### src/rtl/pc_sequencer_if.sv
// Interface carrying the sequencer's control inputs and its PC / stack-status outputs.
// The master drives the requests (decode side); the slave is the sequencer itself.
interface pc_sequencer_if #(
  parameter int ADDRESS_WIDTH = 12,
  parameter int STACK_DEPTH   = 4
);
  localparam int COUNT_WIDTH = $clog2(STACK_DEPTH + 1);

  logic                     advance;
  logic                     bra_valid;
  logic [ADDRESS_WIDTH-1:0] bra_target;
  logic                     call_valid;
  logic [ADDRESS_WIDTH-1:0] call_target;
  logic                     ret_valid;
  logic                     err_clr;
  logic [ADDRESS_WIDTH-1:0] pc;
  logic [COUNT_WIDTH-1:0]   stack_count;
  logic                     stack_full;
  logic                     stack_empty;
  logic                     ovf_err;
  logic                     unf_err;

  modport master (
    output advance, bra_valid, bra_target, call_valid, call_target, ret_valid, err_clr,
    input  pc, stack_count, stack_full, stack_empty, ovf_err, unf_err
  );

  modport slave (
    input  advance, bra_valid, bra_target, call_valid, call_target, ret_valid, err_clr,
    output pc, stack_count, stack_full, stack_empty, ovf_err, unf_err
  );
endinterface

### src/rtl/pc_sequencer.sv
// Program counter with sequential advance, branch, call/return through a return-address stack,
// stall and sticky stack-error flags. Define PC_TRAP_EN to redirect the PC to TRAP_VECTOR on
// stack overflow/underflow; otherwise an erroneous call/return behaves as a plain increment.
module pc_sequencer #(
  parameter int                     ADDRESS_WIDTH = 12,
  parameter int                     STACK_DEPTH   = 4,
  parameter logic [ADDRESS_WIDTH-1:0] RESET_VECTOR = '0,
  parameter logic [ADDRESS_WIDTH-1:0] TRAP_VECTOR  = {ADDRESS_WIDTH{1'b1}}
) (
  input  logic            clk,
  input  logic            reset,
  pc_sequencer_if.slave   bus
);

  localparam int COUNT_WIDTH = $clog2(STACK_DEPTH + 1);
  localparam int INDEX_WIDTH = (STACK_DEPTH > 1) ? $clog2(STACK_DEPTH) : 1;

`ifdef PC_TRAP_EN
  localparam bit TRAP_EN = 1'b1;
`else
  localparam bit TRAP_EN = 1'b0;
`endif

  logic [ADDRESS_WIDTH-1:0] pc_q, pc_d;
  logic [COUNT_WIDTH-1:0]   count_q, count_d;
  logic                     ovf_q, ovf_d;
  logic                     unf_q, unf_d;
  logic [ADDRESS_WIDTH-1:0] ras_q [STACK_DEPTH];
  logic [ADDRESS_WIDTH-1:0] ras_d [STACK_DEPTH];

  logic [ADDRESS_WIDTH-1:0] pc_inc;
  logic [ADDRESS_WIDTH-1:0] err_pc;
  logic [INDEX_WIDTH-1:0]   push_idx;
  logic [INDEX_WIDTH-1:0]   pop_idx;
  logic                     full;
  logic                     empty;
  logic                     ovf_set;
  logic                     unf_set;

  // Status decodes come from registered state only, never from the request inputs.
  assign full     = (count_q == COUNT_WIDTH'(STACK_DEPTH));
  assign empty    = (count_q == '0);
  assign pc_inc   = pc_q + ADDRESS_WIDTH'(1);
  assign err_pc   = TRAP_EN ? TRAP_VECTOR : pc_inc;
  assign push_idx = INDEX_WIDTH'(count_q);
  assign pop_idx  = INDEX_WIDTH'(count_q - COUNT_WIDTH'(1));

  always_comb begin
    // NOTE: every signal gets a default before any branch so no path leaves it unassigned (no latch).
    pc_d    = pc_q;
    count_d = count_q;
    ras_d   = ras_q;
    ovf_set = 1'b0;
    unf_set = 1'b0;

    if (bus.advance) begin
      if (bus.ret_valid) begin
        if (empty) begin
          unf_set = 1'b1;
          pc_d    = err_pc;
        end else begin
          pc_d    = ras_q[pop_idx];
          count_d = count_q - COUNT_WIDTH'(1);
        end
      end else if (bus.call_valid) begin
        if (full) begin
          ovf_set = 1'b1;
          pc_d    = err_pc;
        end else begin
          ras_d[push_idx] = pc_inc;
          count_d         = count_q + COUNT_WIDTH'(1);
          pc_d            = bus.call_target;
        end
      end else if (bus.bra_valid) begin
        pc_d = bus.bra_target;
      end else begin
        pc_d = pc_inc;
      end
    end

    // Clear applies even during a stall; a fresh error in the same cycle keeps the flag set.
    ovf_d = ovf_set | (ovf_q & ~bus.err_clr);
    unf_d = unf_set | (unf_q & ~bus.err_clr);
  end

  // NOTE: sequential state uses non-blocking assignments so every flop samples pre-edge values.
  always_ff @(posedge clk or posedge reset) begin
    if (reset) begin
      pc_q    <= RESET_VECTOR;
      count_q <= '0;
      ovf_q   <= 1'b0;
      unf_q   <= 1'b0;
    end else begin
      pc_q    <= pc_d;
      count_q <= count_d;
      ovf_q   <= ovf_d;
      unf_q   <= unf_d;
    end
  end

  // NOTE: the stack storage is deliberately not reset; entries are only read below count_q,
  // which reset already zeroes, so stale contents are unreachable.
  always_ff @(posedge clk) begin
    ras_q <= ras_d;
  end

  assign bus.pc          = pc_q;
  assign bus.stack_count = count_q;
  assign bus.stack_full  = full;
  assign bus.stack_empty = empty;
  assign bus.ovf_err     = ovf_q;
  assign bus.unf_err     = unf_q;

endmodule
### src/flat_wrapper.sv
// flat-port wrapper written by rule: the top's interface ports become plain ports
module pc_sequencer_flat 
#(
  parameter int                     ADDRESS_WIDTH = 12,
  parameter int                     STACK_DEPTH   = 4,
  parameter logic [ADDRESS_WIDTH-1:0] RESET_VECTOR = '0,
  parameter logic [ADDRESS_WIDTH-1:0] TRAP_VECTOR  = {ADDRESS_WIDTH{1'b1}}
)
  (clk, reset, bus_advance, bus_bra_valid, bus_bra_target, bus_call_valid, bus_call_target, bus_ret_valid, bus_err_clr, bus_pc, bus_stack_count, bus_stack_full, bus_stack_empty, bus_ovf_err, bus_unf_err);
  pc_sequencer_if #(.ADDRESS_WIDTH(ADDRESS_WIDTH), .STACK_DEPTH(STACK_DEPTH)) bus_i ();
  input  logic clk;
  input  logic reset;
  input wire logic [$bits(bus_i.advance)-1:0] bus_advance;
  input wire logic [$bits(bus_i.bra_valid)-1:0] bus_bra_valid;
  input wire logic [$bits(bus_i.bra_target)-1:0] bus_bra_target;
  input wire logic [$bits(bus_i.call_valid)-1:0] bus_call_valid;
  input wire logic [$bits(bus_i.call_target)-1:0] bus_call_target;
  input wire logic [$bits(bus_i.ret_valid)-1:0] bus_ret_valid;
  input wire logic [$bits(bus_i.err_clr)-1:0] bus_err_clr;
  output wire logic [$bits(bus_i.pc)-1:0] bus_pc;
  output wire logic [$bits(bus_i.stack_count)-1:0] bus_stack_count;
  output wire logic [$bits(bus_i.stack_full)-1:0] bus_stack_full;
  output wire logic [$bits(bus_i.stack_empty)-1:0] bus_stack_empty;
  output wire logic [$bits(bus_i.ovf_err)-1:0] bus_ovf_err;
  output wire logic [$bits(bus_i.unf_err)-1:0] bus_unf_err;
  assign bus_i.advance = bus_advance;
  assign bus_i.bra_valid = bus_bra_valid;
  assign bus_i.bra_target = bus_bra_target;
  assign bus_i.call_valid = bus_call_valid;
  assign bus_i.call_target = bus_call_target;
  assign bus_i.ret_valid = bus_ret_valid;
  assign bus_i.err_clr = bus_err_clr;
  assign bus_pc = bus_i.pc;
  assign bus_stack_count = bus_i.stack_count;
  assign bus_stack_full = bus_i.stack_full;
  assign bus_stack_empty = bus_i.stack_empty;
  assign bus_ovf_err = bus_i.ovf_err;
  assign bus_unf_err = bus_i.unf_err;
  pc_sequencer #(.ADDRESS_WIDTH(ADDRESS_WIDTH), .STACK_DEPTH(STACK_DEPTH), .RESET_VECTOR(RESET_VECTOR), .TRAP_VECTOR(TRAP_VECTOR)) u_core (.clk(clk), .reset(reset), .bus(bus_i));
endmodule
### config.mk
export PLATFORM = sky130hd
export DESIGN_NAME = pc_sequencer_flat
export DESIGN_NICKNAME = d
export VERILOG_FILES = /design/src/rtl/pc_sequencer_if.sv /design/src/rtl/pc_sequencer.sv /design/src/flat_wrapper.sv
export SDC_FILE = /design/constraint.sdc
export NUM_CORES = 1
export LEC_CHECK = 0
export ABC_AREA = 1
export BUFFER_PORTS_ARGS = -buffer_cell sky130_fd_sc_hd__buf_2
export CORE_MARGIN = 2
export CORE_UTILIZATION = 62
export DETAILED_ROUTE_END_ITERATION = 8
export PLACE_DENSITY_LB_ADDON = 0.12
export SETUP_SLACK_MARGIN = 0.1
export SLEW_MARGIN = 40
export SYNTH_ARGS = -nofsm -noshare
export SYNTH_HDL_FRONTEND = slang
export SYNTH_SLANG_ARGS = --single-unit
### constraint.sdc
create_clock -name clk -period 6.5 [get_ports clk]
set_input_delay 0.325 -clock clk [delete_from_list [all_inputs] [get_ports clk]]
set_output_delay 0.325 -clock clk [all_outputs]
set_load 0.01 [all_outputs]
Word level (Yosys, flattened, before mapping)

Index checks and enable logic that the tools add are counted.

Register bits: 65
Latch bits: 0
RAM bits: 0
Bits in read-only memories: 0
Input bits: 31
Output and inout port bits: 19
Logic and storage cells: 53
Memories: 0

Add/subtract/negate cells: 3
Multiply operators: 0
Divide/modulo/power cells: 0
Order comparisons: 3
Eq/ne operators: 3
Shifts and indexed selects: 0
Muxes and demuxes: 22
Bitwise gates (word level): 9
Reductions and logical operators: 5

Operator list:

| operator              | number |
|---|---|
| $mux 12               | 8 |
| $bwmux 48             | 1 |
| $bmux 12 s2           | 1 |
| $demux 12 s2          | 1 |
| $add 12x1->12 const B | 1 |
| $mux 3                | 4 |
| $reduce_and 4->1      | 2 |
| $mux 1                | 7 |
| $ge 3x3->1 const B    | 2 |
| $not 2->3             | 2 |
| $ne 2x2->1 const B    | 2 |
| $add 3x1->3 const B   | 1 |
| $eq 3x3->1 const B    | 1 |
| $logic_not 3->1       | 1 |
| $lt 3x1->1 const B    | 1 |
| $not 1->1             | 3 |
| $sub 3x1->3 const B   | 1 |
| $and 1x1->1           | 2 |
| $or 1x1->1            | 2 |
| $reduce_bool 2->1     | 1 |
| $logic_and 1x1->1     | 1 |

Logic depth before layout (Yosys ltp)

Gate-level depths: netlist of the first run.

Depth after elaboration: 7
Mapped depth: 14
Gate-level depth less buffers: 12

Worst setup path before layout of the first run

OpenSTA, ideal clock, no wires.

Path kind: register to register
From: register u_core.count_q[0] (netlist: u_core.bus.stack_count[0])
To: register u_core.ras_q[12] (netlist bit) (enable)
Setup time: 0.380 ns
Data arrival time: 2.007 ns
Required time: 6.120 ns
Path slack: 4.113 ns
Cell stages (with the launch flop): 9
Clock period less this slack: 2.387 ns
Cells stage by stage: dfrtp_1 buf_2 inv_1 buf_2 ha_1 nand2_1 buf_4 nand4_1 nor2_1

Longest elaborated chain between the ends: 3

Ends and longest elaborated chain:

| element                           | line                | RTL |
|---|---|---|
| start: declaration                | pc_sequencer.sv:25  | `logic [COUNT_WIDTH-1:0] count_q, count_d;` |
| start signal: assignment          | pc_sequencer.sv:95  | `count_q <= count_d;` |
| $eq 3x3->1                        | pc_sequencer.sv:41  | `assign full = (count_q == COUNT_WIDTH'(STACK_DEPTH));` |
| $not 1->1 (no source line)        | n/a                 |  |
| $reduce_and 4->1 (no source line) | n/a                 |  |
| end signal: assignment            | pc_sequencer.sv:104 | `ras_q <= ras_d;` |
| end: declaration                  | pc_sequencer.sv:28  | `logic [ADDRESS_WIDTH-1:0] ras_q [STACK_DEPTH];` |

No other way between the ends.
A chain may end at the register's enable or synchronous reset.

Worst setup path after layout of the first run

From: register u_core.count_q[0] (netlist: u_core.bus.stack_count[0])
To: register u_core.ras_q[20] (netlist bit) (enable)

Same word-level chain as after synthesis.

==> summary.txt, run 1 <==
Status
  – Outcome: complete, but fails checks
  – Failing checks: negative hold slack

Floorplanning
  – Die span in y: 78.9 µm
  – Die width: 78.9 µm
  – Ports: 50
  – Rows: 27
  – Die ar.: 6230 µm²
  – Core area: 5470 µm²
  – Starting density of the core: ~64%

Logic synthesis
  – Avg Cell Area, Syn: 8.72 µm²
  – Syn Std Cell Area: 3480 µm²
  – Synth area leaders: edfxtp_1 (41%), dfrtp_1 (12%), nor2_1 (8.4%)
  – Syn_nets: 436
  – Synthesis-stage register bit count: 65
  – Mapped Cells: around 400
  – Sequential element share of the synthesized area: 53.7%
  – Syn. warnings: 0
  – Top-area cell type share of the netlist area: 41.4%
  – Dominant cell type by area after synthesis: edfxtp_1
  – Post-synth cell types: 34

Placed design
  – Hpwl dp: 6390 µm
  – I/O Buffers: 49
  – Pre-CTS WS: 3.04 ns
  – Gpl congestion: about 1.1
  – Inst Count DP: 501

Global routing
  – Gr ovfl total: 0
  – Vias in the first global route: ~2,800
  – First-pass GRT wire length: 14,700 µm
  – Total GRT Usage: 32.6%
  – Antenna violations before repair: 0
  – Largest net degree at the start of global routing: 30

Routing
  – Via density: between 5 and 6
  – Initial DRC count: 357
  – First-pass iteration count of the detailed router: 5
  – Routed via count: 3,065
  – DRC viols: 0
  – Metal2 WL: 4360 µm
  – WL final: 9210 µm
  – Met3 WL: 888 µm
  – Top Layer Used: met4
  – Metal1 wirelength: 3610 µm
  – Antenna Nets Post-Route: 0
  – Per-cell routed wire length: 17.8 µm

Clocking
  – CTS tree: yes
  – Root Buffer: clkbuf_8
  – Clk sinks: 65
  – Htree depth: 3
  – CTS Buf Count: 9
  – Clk buf depth: 2
  – Clock transition at path regs: 0.07 ns
  – Setup repair bufs after CTS: 0
  – # resized after CTS: 0
  – # hold bufs at CTS: 0
  – Clk_lat worst skew: 0.35 ns

Cells and area
  – Area of the multi-input gates: 1390 µm²
  – Antenna cells: 0
  – Reg area: 1870 µm²
  – Fraction of layout cells with a size suffix above 1: 18.4%
  – Layout overhead on the synthesized area: 12.3%
  – Fin cells: 517
  – Fillers: 464
  – Nets: 477

Worst setup path
  – Kind of critical path: flip-flop to flip-flop
  – WP data arrival: ~3.4 ns
  – CP top delay family: simple AND/OR/NAND/NOR gates
  – Worst Setup End Kind: flip-flop
  – Worst path required time: about 6.5 ns
  – CP bufs+invs: 1
  – Largest fanout on the critical path: 29
  – Worst path max stage delay: 0.86 ns
  – Critical path's slowest cell: dfrtp_1
  – Critical-path cell list: inv_1 > ha_1 > nand2_1 > nand4_1 > nor2_2
  – Critical path startpoint category: flip-flop

STA
  – Final setup fails: 0
  – Fmax achieved: 0.290 GHz
  – Final Max Tran Viols: 0
  – Slew margin rel.: 46.1%
  – Hold Vio Cnt, Final: 17
  – Final setup margin: 3.05 ns
  – Hold Worst Slack: -0.0222 ns
  – Min Tclk post-route: between 3 and 4 ns
  – Slew of the pin with the lowest slew margin: 0.805 ns
  – Final period util: 53.1%
  – Post-route setup TNS: 0 ns
  – RSZ-0062 raised after global routing: false
  – Clock skew: 0.0106 ns

Pwr
  – Maximum vdd drop: approximately 0.00020 V
  – Cell Pwr Density: 462 nW/µm²
  – LEAKAGE: around 1.7 nW

Worst hold path
  – Hold Path Class: input port to asynchronous set/reset pin

Job
  – MaxCap Viol Count: 0
[synthesized netlist by cell type]
cell type / instances
nor2_1: 78
nand2_1: 74
edfxtp_1: 48
o21ai_0: 44
inv_1: 32
dfrtp_1: 17
a21oi_1: 16
nand3_1: 15
o22ai_1: 12
buf_2: 9
ha_1: 6
clkbuf_1: 5
buf_4: 4
nand2_2: 4
o21ai_1: 4
xor2_1: 4
nand4_1: 3
nor2_2: 3
xnor2_1: 3
a211o_1: 2
nand2_4: 2
o211ai_1: 2
a21oi_2: 1
a22oi_1: 1
a31oi_1: 1
buf_6: 1
inv_2: 1
nor2_4: 1
nor3_1: 1
o2111ai_1: 1
o21ai_2: 1
o32ai_1: 1
or2_2: 1
xor2_2: 1
[layout by cell type (no fill, tap or decap), types with 3 or more instances in the layout]
master and n:
inv_1 31, nand2_1 74, o21ai_0 44, nor2_1 74
clkbuf_8 9, edfxtp_1 48, nand3_1 15, ha_1 6
a21oi_1 16, buf_2 49, xor2_1 4, nand4_1 3
xnor2_1 3, dfrtp_1 17, o21ai_1 4, nor2_2 7
o22ai_1 12, nand2_2 4
[worst register-to-register path: cells and delay by family, from the launching register on]
kind	cells	cell delay (ns)
fa+ha+maj	1	0.40
buf+inv	1	0.59
flops	1	0.86
simple gates	3	1.24
[final cells by class]
cell class                 instances  share of cell area (%)
multi-input combinational        282                    35.7
timing repair buffer              49                    6.28
clock buffer                      11                    3.36
inverter                          33                    3.17
sequential                        65                    47.8
clock inverter                     5                    1.44
tap                               72                    2.31
[final timing paths]
path / slack [ns] / from / depth (start not counted) / to
max: 3.05 / u_core.bus.stack_count[0] / 5 / u_core.ras_q[20]
min: -0.02 / reset / 2 / u_core.bus.pc[0]
max reg2reg: 3.05 / u_core.bus.stack_count[0] / 5 / u_core.ras_q[20]
min reg2reg: 0.53 / u_core.bus.ovf_err / 2 / u_core.bus.ovf_err
max in group asynchronous: 6.18 / reset / 2 / u_core.bus.pc[4]
min in group clk: 0.16 / bus_err_clr / 2 / u_core.bus.ovf_err
[registers in the layout (all words and copies together) (netlist names)]
name / flops
u_core.ras_q: 48
u_core.bus.pc: 12
u_core.bus.stack_count: 3
u_core.bus.ovf_err: 1
u_core.bus.unf_err: 1
[per-stage QoR]
stage / total power [mW] / utilization, % / area [µm²] / hold slack, ns
floorplan: 1.19 / - / 3480 / 0.251
global placement: 1.43 / 67.8 / 3710 / 0.461
detailed placement: 1.44 / 67.8 / 3710 / 0.469
CTS: 1.78 / 71.2 / 3900 / 0.101
global route: 1.91 / 71.4 / 3910 / 0.0300
finish: 1.81 / 71.4 / 3910 / -0.0222
[cells by family (layout without fill, tap and decap cells)]
group | after synthesis | count (layout) | share of synthesized area (%)
AOI/OAI and AO/OA | 86 | 86 | 13.7
buffers and inverters | 52 | 98 | 6.58
DFF | 65 | 65 | 53.7
adders and majority gates | 6 | 6 | 2.16
and+or+nand+nor | 182 | 182 | 21.7
xor gates and xnor gates | 8 | 8 | 2.23
[metal layers]
metal	global-route usage [%]	vias up
met1	44.5	1386
li1	-	1418
met5	0	-
met4	15.2	0
met3	5.91	35
met2	51.2	226
[power breakdown]
part           internal, mW  leakage, nW  total, mW  switching [mW]
logic                 0.240        0.930      0.807           0.567
registers             0.570        0.635      0.664          0.0940
clock network         0.177       0.0933      0.335           0.158
total                 0.987         1.66       1.81           0.820
(Power assumes the default switching activity.)
==> inputs of run 2 (changes only) <==
--- a/config.mk
+++ b/config.mk
@@ -8,7 +8,7 @@
 export ABC_AREA = 1
 export BUFFER_PORTS_ARGS = -buffer_cell sky130_fd_sc_hd__buf_2
 export CORE_MARGIN = 2
-export CORE_UTILIZATION = 62
+export CORE_UTILIZATION = 52
 export DETAILED_ROUTE_END_ITERATION = 8
 export PLACE_DENSITY_LB_ADDON = 0.12
 export SETUP_SLACK_MARGIN = 0.1
==> constraint.sdc (replaced) <==
create_clock -name clk -period 3.1 [get_ports clk]
set_input_delay 0.155 -clock clk [delete_from_list [all_inputs] [get_ports clk]]
set_output_delay 0.155 -clock clk [all_outputs]
set_load 0.01 [all_outputs]
==> run 2 against run 1 <==
The run now ends clean. Power up 120%. Core utilization down 8.6 points. Hold slack better by 0.27 ns. Register-to-register slack worse by 2.2 ns. Critical path type unchanged. Largest cell class unchanged.
==> summary.txt, run 2 (synthesis results as in run 1) <==
Status
  – Outcome: finished clean

Floorplanning
  – Die ar.: 7360 µm² (+18%)
  – Die span in y: 85.8 µm (+8.7%)
  – Core area: 6420 µm² (+17%)
  – Ports: 50 (unchanged)
  – Starting density of the core: 54.2% (-9.4 points)
  – Die width: 85.8 µm (+8.7%)
  – Rows: 29 (+7.4%)

Cells and area
  – Largest register FFs: 48 (unchanged)
  – Largest Register: u_core.ras_q
  – Commonest non-fill, non-tap cell in the layout: nor2_1
  – Commonest cells after routing, fill and taps aside: nor2_1 (78), nand2_1 (74), buf_2 (49), edfxtp_1 (48), o21ai_0 (44)
  – Fin cells: 530 (+2.5%)
  – Post-route cell area: 4030 µm² (+3.1%)
  – Nets: 485 (+1.7%)
  – Layout overhead on the synthesized area: 15.8%
  – Fillers: 556 (+20%)
  – Fraction of layout cells with a size suffix above 1: 19.0% (+0.56 points)
  – Antenna cells: 0 (unchanged)

STA
  – Final setup margin: 0.888 ns (-2.16 ns)
  – Clock skew: 0.00666 ns (-0.00398 ns)
  – Fmax achieved: 0.452 GHz (+56%)
  – Final setup fails: 0 (unchanged)
  – Final Max Tran Viols: 0 (unchanged)
  – Slew margin rel.: 52.0% (+5.9 points)
  – RSZ-0062 raised after global routing: false
  – Final period util: 71.3% (+18 points)
  – Hold Vio Cnt, Final: 0 (-17)
  – Slew of the pin with the lowest slew margin: 0.718 ns (-0.0870 ns)
  – Min Tclk post-route: 2.21 ns (-1.24 ns)
  – Post-route setup TNS: 0 ns (unchanged)

Worst setup path
  – Kind of critical path: flip-flop to flip-flop
  – Worst Setup End Kind: flip-flop
  – Largest fanout on the critical path: 17 (-41%)
  – WP data arrival: 2.44 ns (-0.99 ns)
  – Worst path required time: 3.33 ns (-3.15 ns)
  – Critical path startpoint category: flip-flop

Clocking
  – CTS tree: yes
  – Clk sinks: 65 (unchanged)
  – Setup repair bufs after CTS: 0 (unchanged)
  – CTS Buf Count: 9 (unchanged)
  – # resized after CTS: 0 (unchanged)
  – Clock transition at path regs: 0.08 ns (about the same)
  – Clk_lat worst skew: 0.34 ns (about the same)
  – Htree depth: 3 (unchanged)
  – Root Buffer: clkbuf_8
  – # hold bufs at CTS: 2 (+2)
  – Clk buf depth: 2 (unchanged)

Routing
  – Initial DRC count: 206 (-42%)
  – First-pass iteration count of the detailed router: 5 (unchanged)
  – Via density: 5.54 (-6.6%)
  – WL final: 8690 µm (-5.7%)
  – Antenna Nets Post-Route: 0 (unchanged)
  – Per-cell routed wire length: 16.4 µm (-8.0%)
  – Routed via count: 2,934 (-4.3%)
  – DRC viols: 0 (unchanged)

Placed design
  – Placed cell area: 3760 µm² (+1.4%)
  – Pre-CTS WS: 0.911 ns (-2.13 ns)
  – Inst Count DP: 512 (+2.2%)
  – Hpwl dp: 6030 µm (-5.7%)
  – I/O Buffers: 49 (unchanged)
  – Gpl congestion: 0.884 (-20%)

Pwr
  – Sw Share: 42.5% (-2.9 points)
  – Maximum vdd drop: 0.000565 V (+180%)
  – Clock group share of total power: 23.0% (+4.5 points)
  – Net Sw Power: 1.67 mW (+100%)
  – Sequential power share: 34.1% (-2.7 points)
  – Internal power: 2.26 mW (+130%)
  – Cell Pwr Density: 976 nW/µm² (+110%)
  – Tot Pwr: 3.93 mW (+120%)
  – Gate power share: 42.9% (-1.8 points)
  – LEAKAGE: 1.73 nW (+4.5%)

Global routing
  – Total GRT Usage: 25.2% (-7.4 points)
  – Largest net degree at the start of global routing: 29 (-3.3%)
  – Antenna violations before repair: 0 (unchanged)
  – Vias in the first global route: 2,785 (-0.78%)
  – Gr ovfl total: 0 (unchanged)
  – First-pass GRT wire length: 14,000 µm (-4.7%)

Worst hold path
  – Hold Path Class: input port to flip-flop

Job
  – MaxCap Viol Count: 0 (unchanged)
[run 2: path summary, 6_finish.rpt]
check / start / to / slack, ns / cells past startpoint
setup / recovery: u_core.bus.stack_count[1] / u_core.bus.stack_count[2] / 0.89 / 9
min in group asynchronous: reset / u_core.bus.pc[0] / 0.47 / 3
hold reg to reg: u_core.bus.unf_err / u_core.bus.unf_err / 0.54 / 2
hold / removal: bus_ret_valid / u_core.bus.pc[0] / 0.25 / 5
max in group asynchronous: reset / u_core.bus.pc[5] / 2.17 / 3
setup reg to reg: u_core.bus.stack_count[1] / u_core.bus.stack_count[2] / 0.89 / 9
[run 2: cell type report]
cell class / count / area (µm²) / area share [%]
clock buffer: 9 / 124 / 3.07
clock inverter: 7 / 125 / 3.11
inverter: 33 / 124 / 3.07
multi-input combinational: 282 / 1380 / 34.3
sequential: 65 / 1870 / 46.3
tap: 77 / 96.3 / 2.39
timing repair buffer: 57 / 310 / 7.70
[run 2: critical path, stage by stage, from the launching register on]
cell	delay (ns)
dfrtp_1	0.42
inv_1	0.11
ha_1	0.21
nand2_1	0.31
inv_2	0.22
nand2_1	0.15
o2111ai_1	0.23
a21oi_1	0.18
o21ai_0	0.12
xnor2_1	0.16
[run 2: power by group through the flow]
stage	sequential, mW	combinational (mW)	clock (mW)
after floorplan	1.37	1.11	0
after detailed placement	1.36	1.66	0
after CTS	1.34	1.68	0.912
after global placement	1.36	1.64	0
final	1.34	1.69	0.903
after global routing	1.36	1.88	0.952
[run 2: per-layer routing]
| metal | GRT usage, % | wire length (µm) | vias to the layer above |
|---|---|---|---|
| li1 | - | - | 1440 |
| met1 | 35.6 | 3880 | 1349 |
| met2 | 39.1 | 3970 | 128 |
| met3 | 5.20 | 627 | 17 |
| met4 | 8.80 | 212 | 0 |
| met5 | 0 | 0 | - |
[run 2: stage by stage]
stage               hold WS, ns  util (%)
global placement          0.298      58.5
floorplan                0.0811         -
CTS                       0.226      62.7
detailed placement        0.310      58.5
finish                    0.246      62.7
global route              0.250      62.7
==> inputs of run 3 (changes only) <==
==> constraint.sdc (replaced) <==
create_clock -name clk -period 2 [get_ports clk]
set_input_delay 0.1 -clock clk [delete_from_list [all_inputs] [get_ports clk]]
set_output_delay 0.1 -clock clk [all_outputs]
set_load 0.01 [all_outputs]
==> run 3 against run 2 <==
Via count fell by 0.24%. Sequential power rose by 57%. Critical path type unchanged. Critical path depth did not move. Non-clock buffer count rose by 12. Largest power group unchanged. Cell count rose by 2.3%. Setup slack got worse by 0.66 ns. Critical endpoint unchanged. Hold slack got worse by 0.072 ns.
==> summary.txt, run 3 (synthesis results as in run 1) <==
Worst setup path
  – Worst path max stage delay: 0.41 ns (about the same)
  – Worst Setup End Kind: flip-flop
  – Kind of critical path: flip-flop to flip-flop
  – WP data arrival: 2.00 ns (-0.44 ns)
  – Critical-path cell list: inv_2 > ha_4 > inv_1 > nor2_2 > nand2_1 > o2111ai_1 > a21oi_1 > o21ai_0 > xnor2_1
  – Largest fanout on the critical path: 5 (-12)
  – R2R Path End: u_core.bus.stack_count[2]
  – FF-to-FF setup slack: 0.22 ns (-0.66 ns)
  – Critical path startpoint category: flip-flop
  – R2R depth: 9 (unchanged)
  – CP bufs+invs: 2 (unchanged)
  – Critical path's slowest cell: dfrtp_2
  – Worst path required time: 2.22 ns (-1.11 ns)
  – R2R Path Start: u_core.bus.stack_count[1]
  – CP top delay family: compound AO/OA/AOI/OAI gates

Floorplanning
  – Ports: 50 (unchanged)
  – Starting density of the core: 54.2% (unchanged)
  – Die span in y: 85.8 µm (unchanged)
  – Core area: 6420 µm² (unchanged)
  – Die width: 85.8 µm (unchanged)
  – Rows: 29 (unchanged)
  – Die ar.: 7360 µm² (unchanged)

Clocking
  – CTS Buf Count: 9 (unchanged)
  – Clk buf depth: 2 (unchanged)
  – CTS tree: yes
  – Clk_lat worst skew: 0.34 ns (about the same)
  – Htree depth: 3 (unchanged)
  – Clock transition at path regs: 0.08 ns (about the same)
  – Clk sinks: 65 (unchanged)
  – Root Buffer: clkbuf_8

Status
  – Outcome: finished clean

STA
  – Fmax achieved: 0.563 GHz (+25%)
  – Post-route setup TNS: 0 ns (unchanged)
  – RSZ-0062 raised after global routing: true
  – Final period util: 88.8% (+17 points)
  – Min Tclk post-route: 1.78 ns (-0.436 ns)
  – Slew of the pin with the lowest slew margin: 0.719 ns (+0.000658 ns)
  – Final setup fails: 0 (unchanged)
  – Final Max Tran Viols: 0 (unchanged)
  – Clock skew: 0.0100 ns (+0.00338 ns)
  – Slew margin rel.: 52.0% (about the same)
  – Hold Vio Cnt, Final: 0 (unchanged)
  – Final setup margin: 0.225 ns (-0.664 ns)

Placed design
  – I/O Buffers: 49 (unchanged)
  – Gpl congestion: 0.853 (-3.5%)
  – Pre-CTS WS: 0.108 ns (-0.802 ns)
  – Hpwl dp: 6020 µm (about the same)
  – Placed cell area: 3870 µm² (+2.9%)

Routing
  – Per-cell routed wire length: 15.9 µm (-3.1%)
  – Initial DRC count: 182 (-12%)
  – DRC viols: 0 (unchanged)
  – First-pass iteration count of the detailed router: 5 (unchanged)
  – Via density: 5.40 (-2.4%)
  – WL final: 8610 µm (-0.93%)
  – Routed via count: 2,927 (-0.24%)
  – Antenna Nets Post-Route: 0 (unchanged)

Global routing
  – Vias in the first global route: 2,832 (+1.7%)
  – Antenna violations before repair: 0 (unchanged)
  – Largest net degree at the start of global routing: 29 (unchanged)
  – First-pass GRT wire length: 14,300 µm (+1.9%)
  – Total GRT Usage: 25.5% (+0.30 points)
  – Gr ovfl total: 0 (unchanged)

Cells and area
  – Commonest non-fill, non-tap cell in the layout: nor2_1
  – Fraction of layout cells with a size suffix above 1: 24.3% (+5.3 points)
  – Largest register FFs: 48 (unchanged)
  – Post-route core utilization: 64.5% (+1.7 points)
  – Area of the multi-input gates: 1440 µm² (+4.2%)
  – Fillers: 567 (+2.0%)
  – Post-route cell area: 4140 µm² (+2.8%)
  – Nets: 497 (+2.5%)
  – Reg area: 1870 µm² (+0.20%)
  – Commonest cells after routing, fill and taps aside: nor2_1 (73), nand2_1 (72), buf_2 (49), edfxtp_1 (48), o21ai_0 (43)
  – Largest Register: u_core.ras_q
  – Antenna cells: 0 (unchanged)
  – Layout overhead on the synthesized area: 19.0%

Job
  – MaxCap Viol Count: 0 (unchanged)

Worst hold path
  – Hold Path Class: input port to flip-flop
  – Hold endpoint: u_core.bus.stack_count[1]
  – Hold Crit Depth: 3 (-2)
  – Hold_sp: bus_ret_valid

Pwr
  – Tot Pwr: 6.22 mW (+58%)
  – Cell Pwr Density: 1500 nW/µm² (+54%)
  – LEAKAGE: 1.76 nW (+1.7%)
  – Maximum vdd drop: 0.000621 V (+9.8%)
[run 3: cell count changes in the layout (fill, tap and decap cells not counted), moves of 3 or more]
| cell | delta |
|---|---|
| nor2_1 | -5 |
| dfrtp_1 | -3 |
| buf_4 | +11 |
| nor2_4 | +4 |
| clkinv_2 | +3 |
| dfrtp_2 | +3 |
| inv_1 | -3 |
[run 3: tightest hold or removal path: stages]
cell     delay, ns
buf_2         0.17
xnor2_1       0.13
o21ai_0       0.08
[run 3: final cells by class]
type / instances / share of cell area (%)
Inverter: 33 / 3.14
Clock inverter: 7 / 1.72
Sequential cell: 65 / 45.2
Timing Repair Buffer: 69 / 9.85
Tap cell: 77 / 2.33
Multi-Input combinational cell: 282 / 34.8
Clock buffer: 9 / 2.99
[run 3: how the worst max path moves through the flow]
stage / startpoint / to / cells past startpoint
4_1_cts: u_core.bus.stack_count[1] / u_core.bus.pc[7] / 9
3_5_place_dp: u_core.bus.stack_count[1] / u_core.bus.pc[7] / 9
6_report: u_core.bus.stack_count[1] / u_core.bus.stack_count[2] / 9
2_1_floorplan: u_core.bus.stack_count[0] / u_core.ras_q[0] / 8
3_3_place_gp: u_core.bus.stack_count[1] / u_core.bus.pc[7] / 9
5_1_grt: u_core.bus.pc[0] / u_core.bus.pc[6] / 10
[run 3: per-layer routing]
layer	global-route usage (%)	vias to the layer above	share of wire, %
li1	-	1457	-
met1	35.5	1365	47
met2	40.5	93	46
met3	5.39	12	4.8
met4	7.94	0	1.8
met5	0	-	0
[run 3: per-stage QoR]
step / std cells / hold slack [ns]
2_1_floorplan: 399 / 0.0261
3_3_place_gp: 520 / 0.249
3_5_place_dp: 520 / 0.258
4_1_cts: 538 / 0.164
5_1_grt: 542 / 0.196
6_report: 542 / 0.174
[run 3: timing repair]
item / in CTS / in global routing
hold endpoints to repair: 19 / 0
buffers inserted: 0 / 4
setup endpoints to repair: 1 / 36
gates resized for setup: 1 / 10
hold buffers: 2 / 0
pin swaps: 0 / 1
[run 3: power breakdown]
group          internal, mW  switching (mW)  leakage, nW
sequential             1.86           0.251        0.632
combinational          1.11            1.91         1.03
clock                 0.575           0.520        0.103
total                  3.54            2.68         1.76
